$ cat src/rtl/fetch_pc_unit_if.sv
// Fetch-stage bundle: decode handshake, execute redirect and instruction-memory port.
// master = fetch_pc_unit, slave = decode/execute/memory environment.
interface fetch_pc_unit_if;
    logic        stall;
    logic        redirect;
    logic [15:0] redirect_pc;
    logic        halt;
    logic        imem_rd;
    logic [15:0] imem_addr;
    logic        imem_done;
    logic [15:0] imem_data;
    logic        imem_err;
    logic [15:0] instr;
    logic [15:0] pc;
    logic [15:0] incPC;
    logic        instr_valid;
    logic        halted;
    logic        err;

    modport master (
        input  stall, redirect, redirect_pc, halt, imem_done, imem_data, imem_err,
        output imem_rd, imem_addr, instr, pc, incPC, instr_valid, halted, err
    );

    modport slave (
        output stall, redirect, redirect_pc, halt, imem_done, imem_data, imem_err,
        input  imem_rd, imem_addr, instr, pc, incPC, instr_valid, halted, err
    );
endinterface

$ cat src/rtl/fetch_pc_unit.sv
// WISC-F24 fetch front end: owns the PC, issues single outstanding word reads,
// presents instructions to decode and squashes in-flight reads on redirect.
//
// state    | meaning
// S_FETCH  | read strobe issued at pc this cycle
// S_WAIT   | read outstanding, waiting for imem_done (squash drops the data)
// S_HOLD   | instruction presented to decode, held while stall
// S_HALTED | stopped on HALT or error, exits only via rst
module fetch_pc_unit #(
    parameter logic [15:0] RESET_PC  = 16'h0000,
    parameter logic [15:0] NOP_INSTR = 16'h0800
) (
    input  logic           clk,
    input  logic           rst,
    fetch_pc_unit_if.master bus
);
    typedef enum logic [1:0] {S_FETCH, S_WAIT, S_HOLD, S_HALTED} state_t;

    state_t      state;
    logic [15:0] pc_q;
    logic [15:0] instr_q;
    logic        valid_q;
    logic        halted_q;
    logic        err_q;
    logic        squash_q;
    logic [15:0] inc_pc;

    assign inc_pc = pc_q + 16'd2;

    // A redirect in FETCH retargets pc before the strobe leaves the block.
    assign bus.imem_rd     = (state == S_FETCH) && !bus.redirect && !rst;
    assign bus.imem_addr   = pc_q;
    assign bus.instr       = instr_q;
    assign bus.pc          = pc_q;
    assign bus.incPC       = inc_pc;
    assign bus.instr_valid = valid_q;
    assign bus.halted      = halted_q;
    assign bus.err         = err_q;

    always_ff @(posedge clk) begin
        if (rst) begin
            state    <= S_FETCH;
            pc_q     <= RESET_PC;
            instr_q  <= NOP_INSTR;
            valid_q  <= 1'b0;
            halted_q <= 1'b0;
            err_q    <= 1'b0;
            squash_q <= 1'b0;
        end else if (bus.redirect && state != S_HALTED) begin
            pc_q    <= bus.redirect_pc;
            valid_q <= 1'b0;
            instr_q <= NOP_INSTR;
            if (state == S_WAIT && bus.imem_done && bus.imem_err)
                err_q <= 1'b1;
            if (bus.redirect_pc[0]) begin
                err_q    <= 1'b1;
                halted_q <= 1'b1;
                squash_q <= 1'b0;
                state    <= S_HALTED;
            end else begin
                unique case (state)
                    S_WAIT: begin
                        // The old read must drain before a new one may issue.
                        if (bus.imem_done) begin
                            squash_q <= 1'b0;
                            state    <= S_FETCH;
                        end else begin
                            squash_q <= 1'b1;
                        end
                    end
                    default: state <= S_FETCH;
                endcase
            end
        end else begin
            unique case (state)
                S_FETCH: state <= S_WAIT;
                S_WAIT: begin
                    if (bus.imem_done) begin
                        if (squash_q) begin
                            squash_q <= 1'b0;
                            state    <= S_FETCH;
                        end else if (bus.imem_err) begin
                            err_q    <= 1'b1;
                            halted_q <= 1'b1;
                            state    <= S_HALTED;
                        end else begin
                            instr_q <= bus.imem_data;
                            valid_q <= 1'b1;
                            state   <= S_HOLD;
                        end
                    end
                end
                S_HOLD: begin
                    if (!bus.stall) begin
                        valid_q <= 1'b0;
                        instr_q <= NOP_INSTR;
                        if (bus.halt) begin
                            halted_q <= 1'b1;
                            state    <= S_HALTED;
                        end else begin
                            pc_q  <= inc_pc;
                            state <= S_FETCH;
                        end
                    end
                end
                S_HALTED: state <= S_HALTED;
                default:  state <= S_HALTED;
            endcase
        end
    end
endmodule

$ cat src/flat_wrapper.sv
// flat-port wrapper written by rule: the top's interface ports become plain ports
module fetch_pc_unit_flat 
#(
    parameter logic [15:0] RESET_PC  = 16'h0000,
    parameter logic [15:0] NOP_INSTR = 16'h0800
)
  (clk, rst, bus_stall, bus_redirect, bus_redirect_pc, bus_halt, bus_imem_done, bus_imem_data, bus_imem_err, bus_imem_rd, bus_imem_addr, bus_instr, bus_pc, bus_incPC, bus_instr_valid, bus_halted, bus_err);
  fetch_pc_unit_if bus_i ();
  input  logic clk;
  input  logic rst;
  input wire logic [$bits(bus_i.stall)-1:0] bus_stall;
  input wire logic [$bits(bus_i.redirect)-1:0] bus_redirect;
  input wire logic [$bits(bus_i.redirect_pc)-1:0] bus_redirect_pc;
  input wire logic [$bits(bus_i.halt)-1:0] bus_halt;
  input wire logic [$bits(bus_i.imem_done)-1:0] bus_imem_done;
  input wire logic [$bits(bus_i.imem_data)-1:0] bus_imem_data;
  input wire logic [$bits(bus_i.imem_err)-1:0] bus_imem_err;
  output wire logic [$bits(bus_i.imem_rd)-1:0] bus_imem_rd;
  output wire logic [$bits(bus_i.imem_addr)-1:0] bus_imem_addr;
  output wire logic [$bits(bus_i.instr)-1:0] bus_instr;
  output wire logic [$bits(bus_i.pc)-1:0] bus_pc;
  output wire logic [$bits(bus_i.incPC)-1:0] bus_incPC;
  output wire logic [$bits(bus_i.instr_valid)-1:0] bus_instr_valid;
  output wire logic [$bits(bus_i.halted)-1:0] bus_halted;
  output wire logic [$bits(bus_i.err)-1:0] bus_err;
  assign bus_i.stall = bus_stall;
  assign bus_i.redirect = bus_redirect;
  assign bus_i.redirect_pc = bus_redirect_pc;
  assign bus_i.halt = bus_halt;
  assign bus_i.imem_done = bus_imem_done;
  assign bus_i.imem_data = bus_imem_data;
  assign bus_i.imem_err = bus_imem_err;
  assign bus_imem_rd = bus_i.imem_rd;
  assign bus_imem_addr = bus_i.imem_addr;
  assign bus_instr = bus_i.instr;
  assign bus_pc = bus_i.pc;
  assign bus_incPC = bus_i.incPC;
  assign bus_instr_valid = bus_i.instr_valid;
  assign bus_halted = bus_i.halted;
  assign bus_err = bus_i.err;
  fetch_pc_unit #(.RESET_PC(RESET_PC), .NOP_INSTR(NOP_INSTR)) u_core (.clk(clk), .rst(rst), .bus(bus_i));
endmodule
$ cat config.mk
export PLATFORM = sky130hd
export DESIGN_NAME = fetch_pc_unit_flat
export DESIGN_NICKNAME = d
export VERILOG_FILES = /design/src/rtl/fetch_pc_unit_if.sv /design/src/rtl/fetch_pc_unit.sv /design/src/flat_wrapper.sv
export SDC_FILE = /design/constraint.sdc
export NUM_CORES = 1
export LEC_CHECK = 0
export CORE_MARGIN = 4
export CORE_UTILIZATION = 38
export CTS_CLUSTER_DIAMETER = 120
export DETAILED_ROUTE_END_ITERATION = 8
export GPL_ROUTABILITY_DRIVEN = 0
export PLACE_DENSITY = 0.77
export SLEW_MARGIN = 40
export SYNTH_ARGS = -nofsm -noshare
export SYNTH_HDL_FRONTEND = slang
export SYNTH_SLANG_ARGS = --single-unit
$ cat constraint.sdc
create_clock -name clk -period 1.7 [get_ports clk]
set_input_delay 0.34 -clock clk [delete_from_list [all_inputs] [get_ports clk]]
set_output_delay 0.34 -clock clk [all_outputs]
set_load 0.02 [all_outputs]
# Word-level counts from Yosys, hierarchy flattened
# Index checks and enable logic that the tools add are counted.
# Widths: inputs -> output; s select.
[op_classes]
reduce_logical = 22
muxes = 42
addsub = 1
eq_ne = 19
[op_table]
columns = ["op", "count"]
rows = [
  ["$mux 16", 8],
  ["$pmux 16 s2", 1],
  ["$mux 1", 22],
  ["$add 16x2->16 const B", 1],
  ["$mux 2", 8],
  ["$ne 2x2->1 const B", 7],
  ["$ne 3x2->1 const B", 4],
  ["$reduce_bool 2->1", 6],
  ["$reduce_and 5->1", 2],
  ["$ne 3x3->1 const B", 3],
  ["$reduce_and 3->1", 3],
  ["$pmux 2 s4", 1],
  ["$reduce_and 7->1", 1],
  ["$logic_and 1x1->1", 5],
  ["$eq 2x2->1 const B", 2],
  ["$ne 2x1->1 const B", 2],
  ["$pmux 1 s2", 2],
  ["$reduce_bool 3->1", 1],
  ["$eq 2x1->1 const B", 1],
  ["$logic_not 1->1", 2],
  ["$logic_not 2->1", 1],
  ["$reduce_or 2->1", 1],
]
[word_totals]
output_inout_bits = 68
ff_bits = 38
in_bits = 39

# Longest topological paths before layout
[depth]
word_depth = 6
ltp_mapped = 7

# Worst setup path before layout
# OpenSTA, ideal clock, no wires.
[synth_path]
kind = "register to output"
start = "register u_core.pc_q[2], in the netlist u_core.bus.imem_addr[2]"
end = "output bus_incPC[15]"
arrival_time_ns = 1.840
path_stages_with_launch = 5
setup_slack_ns = -0.480
path_buffers = 0
cell_sequence = "dfxtp_1 -> ha_1 -> nand4_1 -> nor4_1 -> xor2_1"
[synth_via]
elab_chain_len = 1
[synth_rtl]
columns = ["item", "line_no", "text"]
rows = [
  ["from (decl)", "fetch_pc_unit.sv:20", "logic [15:0] pc_q;"],
  ["from (signal assigned)", "fetch_pc_unit.sv:50", "pc_q <= bus.redirect_pc;"],
  ["from (signal assigned)", "fetch_pc_unit.sv:101", "pc_q <= inc_pc;"],
  ["$add 16x2->16", "fetch_pc_unit.sv:28", "assign inc_pc = pc_q + 16'd2;"],
  ["to (decl)", "flat_wrapper.sv:22", "output wire logic [$bits(bus_i.incPC)-1:0] bus_incPC;"],
]
# Every way passes these cells.

# Worst setup path after layout
[layout_path]
start = "register u_core.pc_q[1], in the netlist u_core.bus.imem_addr[1]"
end = "output bus_incPC[15]"
# Same word-level chain as after synthesis.

==> reports/results.ini <==
[run_status]
status = finished with violations
violations = setup timing

[critical_path]
worstPathArrival_ps = 1590
r2r-start = u_core.state[0]$_SDFFE_PP0P_
worstRegToRegCells = 9
start_kind = register
cp_max_fo = 7
r2r_slack_ps = -40
reg2reg_to = u_core.bus.instr[11]$_SDFFE_PP1P_
endpoint_kind = output port
crit_type = register to output port
worst_ep_required_time_ps = 1360

[cells_and_area]
final-seq-area_um2 = 797
n_antenna_cell = 0
layout_commonest_cell = buf_4
drive_gt1_share_pct = 36.0
utilization_pct = 72.4
multi_input_area_um2 = 1630
fill_cells = 428
fin_nets = 491
layout_common_cells = buf_4, clkdlybuf4s50_1, nand2_1, dfxtp_1
fin_cells = 522
area_growth_pct = 83.6

[drt]
drcViolationCount = 0
vias = 2776
viasPerCell = 5.32
first_pass_iters = 4
wl_per_cell_um = 16.9
finalWirelength_um = 8810
drtIter0Drc = 165
ant_nets = 0

[pwr]
power_frac_seq_pct = 35.7
p_leak_nw = 1.97
ir_drop_uv = 424
p_comb_share_pct = 40.9
finalPower_mw = 2.79
clockPowerShare_pct = 23.4
power_density_nw_per_um2 = 649
intPower_mw = 1.85
power_switching_mw = 0.949
p_sw_share_pct = 34.0

[min_path]
whs_path_depth = 2
min_path_type = register to register
hold_start = u_core.bus.instr[0]$_SDFFE_PP0P_
min_to = u_core.bus.instr[0]$_SDFFE_PP0P_

[die]
die_width_um = 86.6
core-area_um2 = 5960
die_area_um2 = 7500
start_util_pct = 39.4
num_io_pins = 107
std_cell_rows = 28
die_y_um = 86.6

[sta]
rsz0062_at_grt = true
period_needed_ps = 1930
whs_ps = 456
tightest_slew_ps = 302
min_period_over_period_pct = 113
finalSetupViolations = 24
fin_worst_skew_ps = 5.74
clock.fmax_ghz = 0.519
slew_headroom_pct = 79.3
slew_violations = 0
finalWorstSetupSlack_ps = -226
timing.final.hold_violations = 0

[clocking]
cts.hold.buffers_added = 0
h-tree-depth = 2
clockBufferDepth = 2
clk_pin_slew_ps = 80
clk_root_buffer_cell = clkbuf_8
clk_latency_ps = 290
cts_buffers = 5
cts_tree = built
cts_sinks = 38

[yosys]
yosysUniqueCellTypes = 49
syn-cell-area_um2 = 2350
synth_warnings = 0
yosysSeqAreaShare_pct = 32.4
synthArstFlopShare_pct = 0
synth-main-ff-cell = dfxtp_1
postSynthCellCount = 292
synth_edf_count = 0
synthesis.nets = 337
ys_ff_latch = 38
syn-mean-instance-area_um2 = 8.04

[global_routing]
overflow = 0
grt_pass1_vias = 2715
grt_pass1_wl_um = 13100
grt_usage_pct = 21.6
antenna_found_initial = 0
grt_max_degree = 18

[placed_design]
port-buffer-count = 106
dp.cells = 500
dp_hpwl_um = 6040
post-place-ws_ps = -451

[run]
maxCapViolations = 0

[Yosys cell counts, types with 4 or more instances]
cell	n	area, µm²
nor2_1	9	33.8
nor3b_1	9	67.6
xnor2_1	7	61.3
clkbuf_1	9	33.8
a21oi_1	32	160
and2_0	4	25.0
nand2b_1	6	37.5
dfxtp_1	38	761
nor4_1	6	37.5
ha_1	6	75.1
buf_2	5	25.0
and2_1	5	31.3
inv_1	9	33.8
buf_4	18	135
nand3_1	6	30.0
nor3_1	6	30.0
o21ai_0	19	95.1
xor2_1	6	52.6
nand3b_1	15	113
nand2_1	31	116
[how the worst max path moves through the flow]
stage / slack [ps] / endpoint / startpoint
floorplan: -40 / bus_incPC[15] / u_core.bus.imem_addr[1]$_SDFFE_PP0P_
global placement: -440 / bus_incPC[15] / u_core.bus.imem_addr[1]$_SDFFE_PP0P_
detailed placement: -450 / bus_incPC[15] / u_core.bus.imem_addr[1]$_SDFFE_PP0P_
CTS: -250 / bus_incPC[15] / u_core.bus.imem_addr[1]$_SDFFE_PP0P_
global route: -320 / bus_incPC[15] / u_core.bus.imem_addr[1]$_SDFFE_PP0P_
finish: -230 / bus_incPC[15] / u_core.bus.imem_addr[1]$_SDFFE_PP0P_
[power groups by stage]
stage	clock network [mW]	logic (mW)	registers, mW
CTS	0.654	1.06	1.00
finish	0.653	1.14	0.999
floorplan	0	0.464	1.09
global placement	0	1.01	1.01
global route	0.686	1.21	1.01
detailed placement	0	1.02	1.02
[worst max-delay path, stage by stage, from the launching register on]
cell and delay (ps):
dfxtp_4 380, ha_4 130, nand4_1 80, buf_6 160, nor4_4 190, xor2_2 200
buf_6 140
[final cells by class]
| cell class | instances | share of cell area, % |
|---|---|---|
| Clock buffer | 7 | 2.00 |
| Clock inverter | 1 | 0.116 |
| Inverter | 9 | 0.784 |
| Multi-Input combinational cell | 208 | 37.9 |
| Sequential cell | 38 | 18.5 |
| Tap cell | 75 | 2.18 |
| Timing Repair Buffer | 184 | 38.6 |
[registers in the layout, summed over array words and instances (netlist names)]
| register | count |
|---|---|
| u_core.squash_q | 1 |
| u_core.bus.instr | 16 |
| u_core.state | 2 |
| u_core.bus.instr_valid | 1 |
| u_core.bus.imem_addr | 16 |
| u_core.bus.err | 1 |
| u_core.bus.halted | 1 |
[metal layers]
layer / global-route usage, % / wire length (µm) / share of wire, % / vias up
li1: - / - / - / 1327
met1: 27.3 / 3650 / 41 / 1346
met2: 38.2 / 4550 / 52 / 88
met3: 3.52 / 429 / 4.9 / 15
met4: 5.52 / 176 / 2.0 / 0
met5: 0 / 0 / 0 / -
[cell families (layout without fill, tap and decap cells)]
logic type,Yosys count,in the layout,synth area share (%)
adders and majority gates,6,6,3.20
xor gates and xnor gates,13,13,4.85
DFF,38,38,32.4
and+or+nand+nor,113,113,28.1
buffers and inverters,46,201,11.1
AOI/OAI and AO/OA,75,75,19.8
muxes,1,1,0.426
[per-stage QoR]
step	instance area, µm²	setup TNS [ps]
6_report	4310	-1790
2_1_floorplan	2450	-104
3_5_place_dp	3850	-10110
5_1_grt	4310	-3550
4_1_cts	4160	-1500
3_3_place_gp	3850	-8650
[timing repair]
item,CTS,global route
endpoints found under the setup margin,66,49
cloned,1,1
gates resized for setup,140,35
pin swaps,20,20
setup buffers,11,3
Power figures use the tool's default switching activity.
